## config.mk

```make
export PLATFORM = sky130hd
export DESIGN_NAME = approx_mul_seq
export DESIGN_NICKNAME = d
export VERILOG_FILES = /design/src/rtl/approx_mul_seq.sv
export SDC_FILE = /design/constraint.sdc
export NUM_CORES = 1
export LEC_CHECK = 0
export ABC_AREA = 1
export CORE_ASPECT_RATIO = 0.8
export CORE_MARGIN = 2
export CORE_UTILIZATION = 40
export CTS_CLUSTER_SIZE = 20
export DETAILED_ROUTE_END_ITERATION = 10
export PLACE_DENSITY_LB_ADDON = 0.25
export SYNTH_ARGS = -nofsm -noshare
export SYNTH_HDL_FRONTEND = slang
export SYNTH_SLANG_ARGS = --single-unit
```

## constraint.sdc

```tcl
create_clock -name clk -period 3.2 [get_ports clk]
set_input_delay 0.8 -clock clk [delete_from_list [all_inputs] [get_ports clk]]
set_output_delay 0.8 -clock clk [all_outputs]
set_load 0.005 [all_outputs]
```

## src/rtl/approx_mul_seq.sv

```systemverilog
// Sequential shift-add multiplier, one multiplier bit per cycle.
// Mode 1 drops partial-product columns below TRUNC for a cheaper approximate result.
module approx_mul_seq #(
  parameter int WIDTH = 10,
  parameter int TRUNC = 4
) (
  input  logic               clk,
  input  logic               rst,
  input  logic               in_valid,
  output logic               in_ready,
  input  logic [WIDTH-1:0]   A,
  input  logic [WIDTH-1:0]   B,
  input  logic               mode,
  output logic               out_valid,
  input  logic               out_ready,
  output logic [2*WIDTH-1:0] O
);

  localparam int PW = 2 * WIDTH;
  localparam int CW = $clog2(WIDTH);
  localparam logic [PW-1:0] MASK = {PW{1'b1}} << TRUNC;
  localparam logic [CW-1:0] LAST = CW'(WIDTH - 1);

  typedef enum logic [1:0] {
    IDLE,
    BUSY,
    DONE
  } state_t;

  state_t state;
  state_t state_n;

  logic [WIDTH-1:0] a_q;
  logic [WIDTH-1:0] b_q;
  logic             mode_q;
  logic [CW-1:0]    cnt;
  logic [PW-1:0]    acc;
  logic [PW-1:0]    pp_raw;
  logic [PW-1:0]    pp;
  logic             accept;

  always_ff @(posedge clk) begin
    if (rst) state <= IDLE;
    else     state <= state_n;
  end

  always_comb begin
    state_n = state;
    unique case (state)
      IDLE:    if (in_valid)    state_n = BUSY;
      BUSY:    if (cnt == LAST) state_n = DONE;
      DONE:    if (out_ready)   state_n = IDLE;
      default:                  state_n = IDLE;
    endcase
  end

  always_comb begin
    in_ready  = 1'b0;
    out_valid = 1'b0;
    unique case (1'b1)
      (state == IDLE): in_ready  = 1'b1;
      (state == DONE): out_valid = 1'b1;
      default:         ;
    endcase
  end

  assign accept = (state == IDLE) && in_valid;

  // Masked partial product never exceeds the exact one, so acc cannot wrap.
  always_comb begin
    pp_raw = {{WIDTH{1'b0}}, a_q} << cnt;
    pp     = mode_q ? (pp_raw & MASK) : pp_raw;
  end

  always_ff @(posedge clk) begin
    if (rst) begin
      a_q    <= '0;
      b_q    <= '0;
      mode_q <= 1'b0;
      cnt    <= '0;
      acc    <= '0;
    end else if (accept) begin
      a_q    <= A;
      b_q    <= B;
      mode_q <= mode;
      cnt    <= '0;
      acc    <= '0;
    end else if (state == BUSY) begin
      if (b_q[cnt]) acc <= acc + pp;
      cnt <= cnt + CW'(1);
    end
  end

  assign O = acc;

endmodule

```

==> results.yml, run 1 <==
sta:
  hold_viol_final: 0
  slew_headroom_pct: 67.1
  finalSetupTns_ps: 0
  rsz0062_at_grt: "false"
  fmax_mhz: 354
  period_share_pct: 88.3
  setup_viol: 0
  period_minus_slack_ps: 2830
  worst_slew_pin_slew_ps: 493
  maxSlewViolCount: 0
  finClkSkew_ps: 7.20
power:
  p_per_area_nw_per_um2: 362
  p_total_mw: 1.47
  leakagePower_nw: 1.94
  ir_drop_mv: 0.189
clocking:
  htreeDepth: 2
  holdBufCountCts: 0
  clock_tree.root_cell: "clkbuf_8"
  numCtsBuffers: 5
  clk_latency_ps: 300
  cts_buffer_depth: 2
  cts-resized-gates: 0
  post_cts_buffers: 0
  clkSinkCount: 47
  cts_tree: "yes"
  clkTransAtPathRegs_ps: 90
place:
  numPortBuffers: 46
  gp_congestion: 0.945
  dp_hpwl_um: 7310
setup_path:
  crit_path_start_kind: "register"
  setup.worst_path.class: "register to register"
  arrival_ps: 3020
  critPathCaptureType: "register"
  critPathRequiredTime_ps: 3400
  path_max_fanout: 19
  r2r_slack_ps: 370
synth:
  netlist_instances: 561
  syn_area_um2: 3430
  ys_types: 37
  syn-num-nets: 608
  synth_top_area_cell: "dfxtp_1"
  synth_warnings: 0
  ys_seq_area_share_pct: 27.4
  syn_avg_cell_area_um2: 6.12
  yosys.area.top_type_share_pct: 27.4
  synth_area_leaders: "dfxtp_1 27%, nand2_1 16%, nor2_1 11%"
  synth-seq-cells: 47
floorplanning:
  initial_utilization_pct: 40.8
  core_area_um2: 8410
  ioPinCount: 47
  chipHeight_um: 86.9
  die_x_um: 108
  rows: 30
  die_area_um2: 9350
final_layout:
  area_growth_pct: 18.8
  multi_input_area_um2: 2170
  drive_gt1_share_pct: 3.82
  final_cell_mix: "149 x nand2_1, 105 x nor2_1, 49 x inv_1"
  final_common_cell: "nand2_1"
  seqCellArea_um2: 941
  antennaDiodeCount: 0
  fill_cells: 884
  fin_nets: 648
drt:
  vias: 3581
  dr.pass1.iters: 5
  postRouteAntennaNets: 0
  route.detailed.drc: 0
  via_per_inst: 5.02
  drt-total-wl_um: 9360
  initialDrtViolationCount: 265
  wl_per_cell_um: 13.1
grt:
  overflow: 0
  antenna_found_initial: 0
  grt_max_degree: 30
  grt_pass1_wl_um: 15000
  grt_pass1_vias: 3001
  track_usage_pct: 20.2
job:
  cap_viol_max_count: 0
status:
  outcome: "finished, final reports clean"
min_path:
  hp-class: "register to register"
-- worst max-delay path: stages, from the launching register on --
cell,delay (ps)
dfxtp_1,350
buf_4,200
nand2_1,70
nand2_1,50
inv_1,60
nand2_1,40
o21ai_1,190
nor2_1,80
a31oi_1,280
nor2_1,100
ha_1,360
nand2_1,120
nor2_1,220
inv_1,90
nor2_1,110
nand2_1,70
nand2_1,80
nand2_1,50
a21oi_1,150
nor2_1,70
-- per-stage QoR --
step                utilization [%]  hold WS (ps)  cell area [um2]  worst slack, ps  cells
floorplan                         -           424             3430              725    561
global placement               47.2           451             3970              408    706
detailed placement             47.2           453             3970              454    706
CTS                            48.5           466             4080              419    714
global route                   48.5           486             4080             29.2    714
finish                         48.5           462             4080              373    714
-- synthesized netlist by cell type (all sizes together) --
master / number
o21ai: 57
o211a: 1
fa: 1
nor4: 2
o211ai: 3
o31ai: 2
nand4: 3
ha: 21
inv: 54
nand3: 30
nand3b: 4
o22ai: 3
o21bai: 5
nor2: 105
nand2: 151
dfxtp: 47
or2: 1
clkbuf: 8
a21oi: 35
buf: 11
o21a: 1
xor2: 9
and2: 1
a31oi: 2
xnor2: 1
nor3: 3
-- worst paths after layout --
kind | start | to | cells after the start
worst max-delay path | cnt[0] | O[15] | 19
worst min-delay path | b_q[8] | b_q[8] | 2
worst max register to register | cnt[0] | O[15] | 19
worst min register to register | b_q[8] | b_q[8] | 2
-- layout make-up --
type                       count  share of cell area, %
multi-input combinational    441                   53.3
clock buffer                   5                   1.69
clock inverter                 3                   1.07
timing repair buffer          52                   12.4
tap                          112                   3.44
sequential                    47                   23.1
inverter                      54                   5.03
-- cell families after synthesis --
family | Yosys count | synth area share [%]
and+or+nand+nor | 300 | 35.4
AOI/OAI and AO/OA | 109 | 17.2
buffers and inverters | 73 | 9.29
DFF | 47 | 27.4
adders and majority gates | 22 | 8.23
xor gates and xnor gates | 10 | 2.55
-- routing by layer --
layer,share of wire [%],wire (um),up-vias,track usage (%)
li1,-,-,1889,-
met1,53,4960,1565,32.6
met2,40,3730,117,27.6
met3,5.8,547,10,3.29
met4,1.3,125,0,4.31
met5,0,0,-,0
-- where the power goes --
group          switching, mW  total, mW  internal, mW
sequential            0.0285      0.654         0.626
clock                  0.221      0.454         0.233
combinational          0.218      0.366         0.148
-- flip-flops by register name, indices dropped and copies added, names as in the netlist --
name / count
cnt: 4
mode_q: 1
a_q: 10
b_q: 10
state: 2
O: 20
Power figures use the tool's default switching activity.
==> inputs of run 2 (changes only) <==
Settings changed: CORE_UTILIZATION 40 to 37, SETUP_SLACK_MARGIN from default to 0.5.
==> results.yml, run 2 (same netlist as run 1, synthesis figures left out) <==
status:
  outcome: "finished, final reports clean"
drt:
  via_per_inst: 5.04
  drt-total-wl_um: 9920
  wl_per_cell_um: 13.6
  postRouteAntennaNets: 0
  vias: 3678
  dr.pass1.iters: 5
  route.detailed.drc: 0
  initialDrtViolationCount: 233
power:
  p_per_area_nw_per_um2: 383
  ir_drop_mv: 0.239
  leakagePower_nw: 2.05
final_layout:
  final_common_cell: "nand2_1"
  area_growth_pct: 27.8
  largest_register_ffs: 20
  finalInstanceArea_um2: 4390
  final_cell_mix: "143 x nand2_1, 100 x nor2_1, 49 x inv_1"
  fin_nets: 661
  drive_gt1_share_pct: 11.5
  antennaDiodeCount: 0
sta:
  setup_viol: 0
  rsz0062_at_grt: "true"
  slew_headroom_pct: 66.4
  period_share_pct: 82.8
  finalSetupTns_ps: 0
  maxSlewViolCount: 0
  finClkSkew_ps: 10.5
  hold_viol_final: 0
  fmax_mhz: 377
  period_minus_slack_ps: 2650
  worst_slew_pin_slew_ps: 503
place:
  numPortBuffers: 46
  place_area_um2: 3990
  gp_congestion: 0.895
  dp_hpwl_um: 7480
floorplanning:
  ioPinCount: 47
  die_area_um2: 10100
  chipHeight_um: 90.2
  die_x_um: 112
  rows: 31
  initial_utilization_pct: 38.0
  core_area_um2: 9040
clocking:
  clk_latency_ps: 290
  clkTransAtPathRegs_ps: 70
  holdBufCountCts: 0
  cts_buffer_depth: 2
  numCtsBuffers: 5
  clock_tree.root_cell: "clkbuf_16"
  cts_tree: "yes"
  htreeDepth: 2
  clkSinkCount: 47
grt:
  grt_max_degree: 30
  overflow: 0
  grt_pass1_wl_um: 15500
  antenna_found_initial: 0
  grt_pass1_vias: 3253
  track_usage_pct: 18.7
min_path:
  hold_depth: 2
  hp-class: "register to register"
setup_path:
  crit_path_start_kind: "register"
  reg2regPathDepth: 19
  critPathCaptureType: "register"
  arrival_ps: 2830
  path_max_fanout: 16
  setup.worst_path.class: "register to register"
  critPathRequiredTime_ps: 3380
job:
  cap_viol_max_count: 0
-- run 2: per-layer routing --
metal  up-vias  share of wire [%]  track usage [%]  wire length, um
li1       1923                  -                -                -
met1      1657                 51             29.1             5040
met2        85                 43             27.1             4220
met3        13                5.4             2.63              535
met4         0                1.3             4.12              127
met5         -                  0                0                0
-- run 2: path summary, 6_finish.rpt --
check / end / slack (ps) / start
max: O[15] / 550 / cnt[0]
min: b_q[8] / 470 / b_q[8]
max reg2reg: O[15] / 550 / cnt[0]
min reg2reg: b_q[8] / 470 / b_q[8]
-- run 2: layout make-up --
type	instances	area [um2]
flip-flops and latches	47	948
well taps	115	144
clock inverters	3	43.8
fillers	948	4650
multi-input cells	441	2300
inverters	54	215
clock buffers	5	125
repair buffers	65	611
-- run 2: worst max-delay path: stages (launching register included) --
cell and delay, ps:
dfxtp_4 420, inv_8 70, nand2_1 110, a21oi_1 90, a31oi_2 270, nand2_1 80, nand2_1 90, nor2_1 60
ha_1 330, nand2_1 100, inv_1 100, nand2_1 60, nand2_1 90, inv_1 60, nand2_2 110, nand2_1 90
nand2_1 90, nand2_1 50, a21oi_1 180, nor2_1 70
-- run 2: through the flow --
stage	hold slack, ps	std cells	utilization (%)	setup slack, ps	power (mW)
after floorplan	424	561	-	725	0.914
after global placement	447	711	44.1	156	1.03
after detailed placement	464	711	44.1	201	1.04
after CTS	475	721	46.3	512	1.66
after global routing	500	730	48.6	420	1.77
final	470	730	48.6	551	1.68
-- run 2: timing repair --
item,CTS,global route
resized for setup,9,46
endpoints found under the setup margin,12,13
pin swaps,4,16
buffers inserted,2,9
-- run 2: where the power goes --
part           leakage [nW]  switching (mW)  internal (mW)
combinational          1.58           0.233          0.179
sequential            0.386          0.0337          0.626
clock                0.0838           0.242          0.369
total                  2.05           0.509           1.17
==> inputs of run 3 (changes only) <==
Clock period 3.2 ns to 2.5 ns, I/O delays scaled along.
==> results.yml, run 3 (same netlist as run 1, synthesis figures left out) <==
status:
  outcome: "finished, violations left"
  violations: "negative setup slack"
setup_path:
  timing.rr.end: "O[14]"
  critPathRequiredTime_ps: 2690
  path_max_fanout: 6
  reg2regPathDepth: 21
  setup.worst_path.class: "register to register"
  cp_common_cell: "nand2_1"
  r2r_slack_ps: -60
  critPathCaptureType: "register"
  startpoint: "cnt[0]"
  crit_path_start_kind: "register"
  path_cells: "buf_6 -> nand2_2 -> nand2_1 -> inv_2 -> nand2_2 -> o21ai_2 -> nor2_1 -> a31oi_2 -> nor2_1 -> ha_4 -> nand2_1 -> nand2_1 -> nand2_1 -> nand2_1 -> nand3b_1 -> nand2_1 -> nand2_1 -> nand2_1 -> nand2_1 -> nor2_1 -> nor2_1"
  r2r-start: "cnt[0]"
  crit_path_max_incr_delay_ps: 400
  arrival_ps: 2760
  cp_slowest_cell: "dfxtp_4"
min_path:
  hold_depth: 2
  holdCritStartpoint: "b_q[1]"
  hp-class: "register to register"
  holdPathEnd: "b_q[1]"
floorplanning:
  die_x_um: 112
  initial_utilization_pct: 38.0
  rows: 31
  die_area_um2: 10100
  chipHeight_um: 90.2
  core_area_um2: 9040
  ioPinCount: 47
power:
  leakagePower_nw: 2.43
  p_per_area_nw_per_um2: 432
  ir_drop_mv: 0.283
  seq_power_share_pct: 36.9
  p_int_mw: 1.53
  p_sw_uw: 768
  combPwrFrac_pct: 32.1
  p_total_mw: 2.29
  switching_share_pct: 33.5
  clkPwrFrac_pct: 31.0
sta:
  fmax_mhz: 390
  maxSlewViolCount: 0
  period_minus_slack_ps: 2560
  finClkSkew_ps: 7.77
  setup_viol: 5
  worst_slew_pin_slew_ps: 487
  fin_ws_ps: -64.0
  slew_headroom_pct: 67.5
  hold_viol_final: 0
  rsz0062_at_grt: "true"
  whs_ps: 461
  period_share_pct: 103
final_layout:
  stdcell_count: 776
  largest_register_ffs: 20
  final_cell_mix: "117 x nand2_1, 85 x nor2_1, 54 x buf_4"
  fill_cells: 845
  antennaDiodeCount: 0
  utilization_pct: 58.8
  area_growth_pct: 54.6
  final_common_cell: "nand2_1"
  fin_nets: 707
  drive_gt1_share_pct: 32.7
grt:
  grt_max_degree: 30
  grt_use_met3_pct: 2.90
  grt_pass1_wl_um: 17700
  busiest_layer: "met2"
  grt_use_met2_pct: 34.2
  track_usage_pct: 21.0
  met1_usage_pct: 28.9
  antenna_found_initial: 0
  grt_pass1_vias: 3799
  overflow: 0
clocking:
  htreeDepth: 2
  clock_tree.root_cell: "clkbuf_16"
  clk_latency_ps: 300
  cts_tree: "yes"
  clkSinkCount: 47
  holdBufCountCts: 0
  cts_buffer_depth: 2
  numCtsBuffers: 5
  clkTransAtPathRegs_ps: 70
place:
  gp_congestion: 0.928
  numPortBuffers: 46
  dp_hpwl_um: 7730
  post-place-cells: 740
drt:
  dr.pass1.iters: 5
  wl_per_cell_um: 14.8
  initialDrtViolationCount: 204
  route.detailed.drc: 0
  via_per_inst: 5.14
  vias: 3992
  postRouteAntennaNets: 0
  drt-total-wl_um: 11500
job:
  cap_viol_max_count: 0
-- run 3: worst max-delay path by stage --
stage,cells past startpoint,end
final,21,O[14]
after global routing,21,O[14]
after CTS,18,O[18]
after detailed placement,19,O[14]
after global placement,17,O[18]
after floorplan,19,O[15]
-- run 3: cell type report --
| type | instances | area, um2 | area share, % |
|---|---|---|---|
| Tap cell | 115 | 144 | 2.71 |
| Multi-Input combinational cell | 441 | 2850 | 53.6 |
| Sequential cell | 47 | 947 | 17.8 |
| Timing Repair Buffer | 111 | 1010 | 19.0 |
| Clock buffer | 5 | 125 | 2.36 |
| Inverter | 54 | 216 | 4.08 |
| Clock inverter | 3 | 22.5 | 0.424 |
-- run 3: power by group through the flow --
stage	Sequential [mW]	Clock [mW]	Combinational [mW]
final	0.847	0.710	0.736
after global routing	0.854	0.744	0.805
after CTS	0.842	0.716	0.604
after detailed placement	0.858	0	0.534
after global placement	0.856	0	0.526
after floorplan	0.846	0	0.339
-- run 3: timing repair --
| action | 4_1_cts | 5_1_grt |
|---|---|---|
| buffers inserted | 16 | 12 |
| resized for setup | 60 | 109 |
| pin swaps | 52 | 50 |
| endpoints found under the setup margin | 19 | 20 |
-- run 3: worst max-delay path: cells and delay by family (launching register included) --
kind,cells,cell delay (ps)
AOI/OAI and AO/OA,2,130
adders and majority gates,1,260
buffers and inverters,2,190
and+or+nand+nor,16,1480
DFF,1,400
-- run 3: layer usage --
metal	vias up	routed length (um)
li1	2013	-
met1	1834	5250
met2	125	5430
met3	20	594
met4	0	208
met5	-	0
-- run 3: per-stage QoR --
step	setup slack [ps]	setup TNS, ps	area (um2)
finish	-64.0	-163	5310
global route	-274	-1860	5310
CTS	9.36	0	4750
detailed placement	-153	-791	4280
global placement	-94.2	-453	4280
floorplan	78.7	0	3510
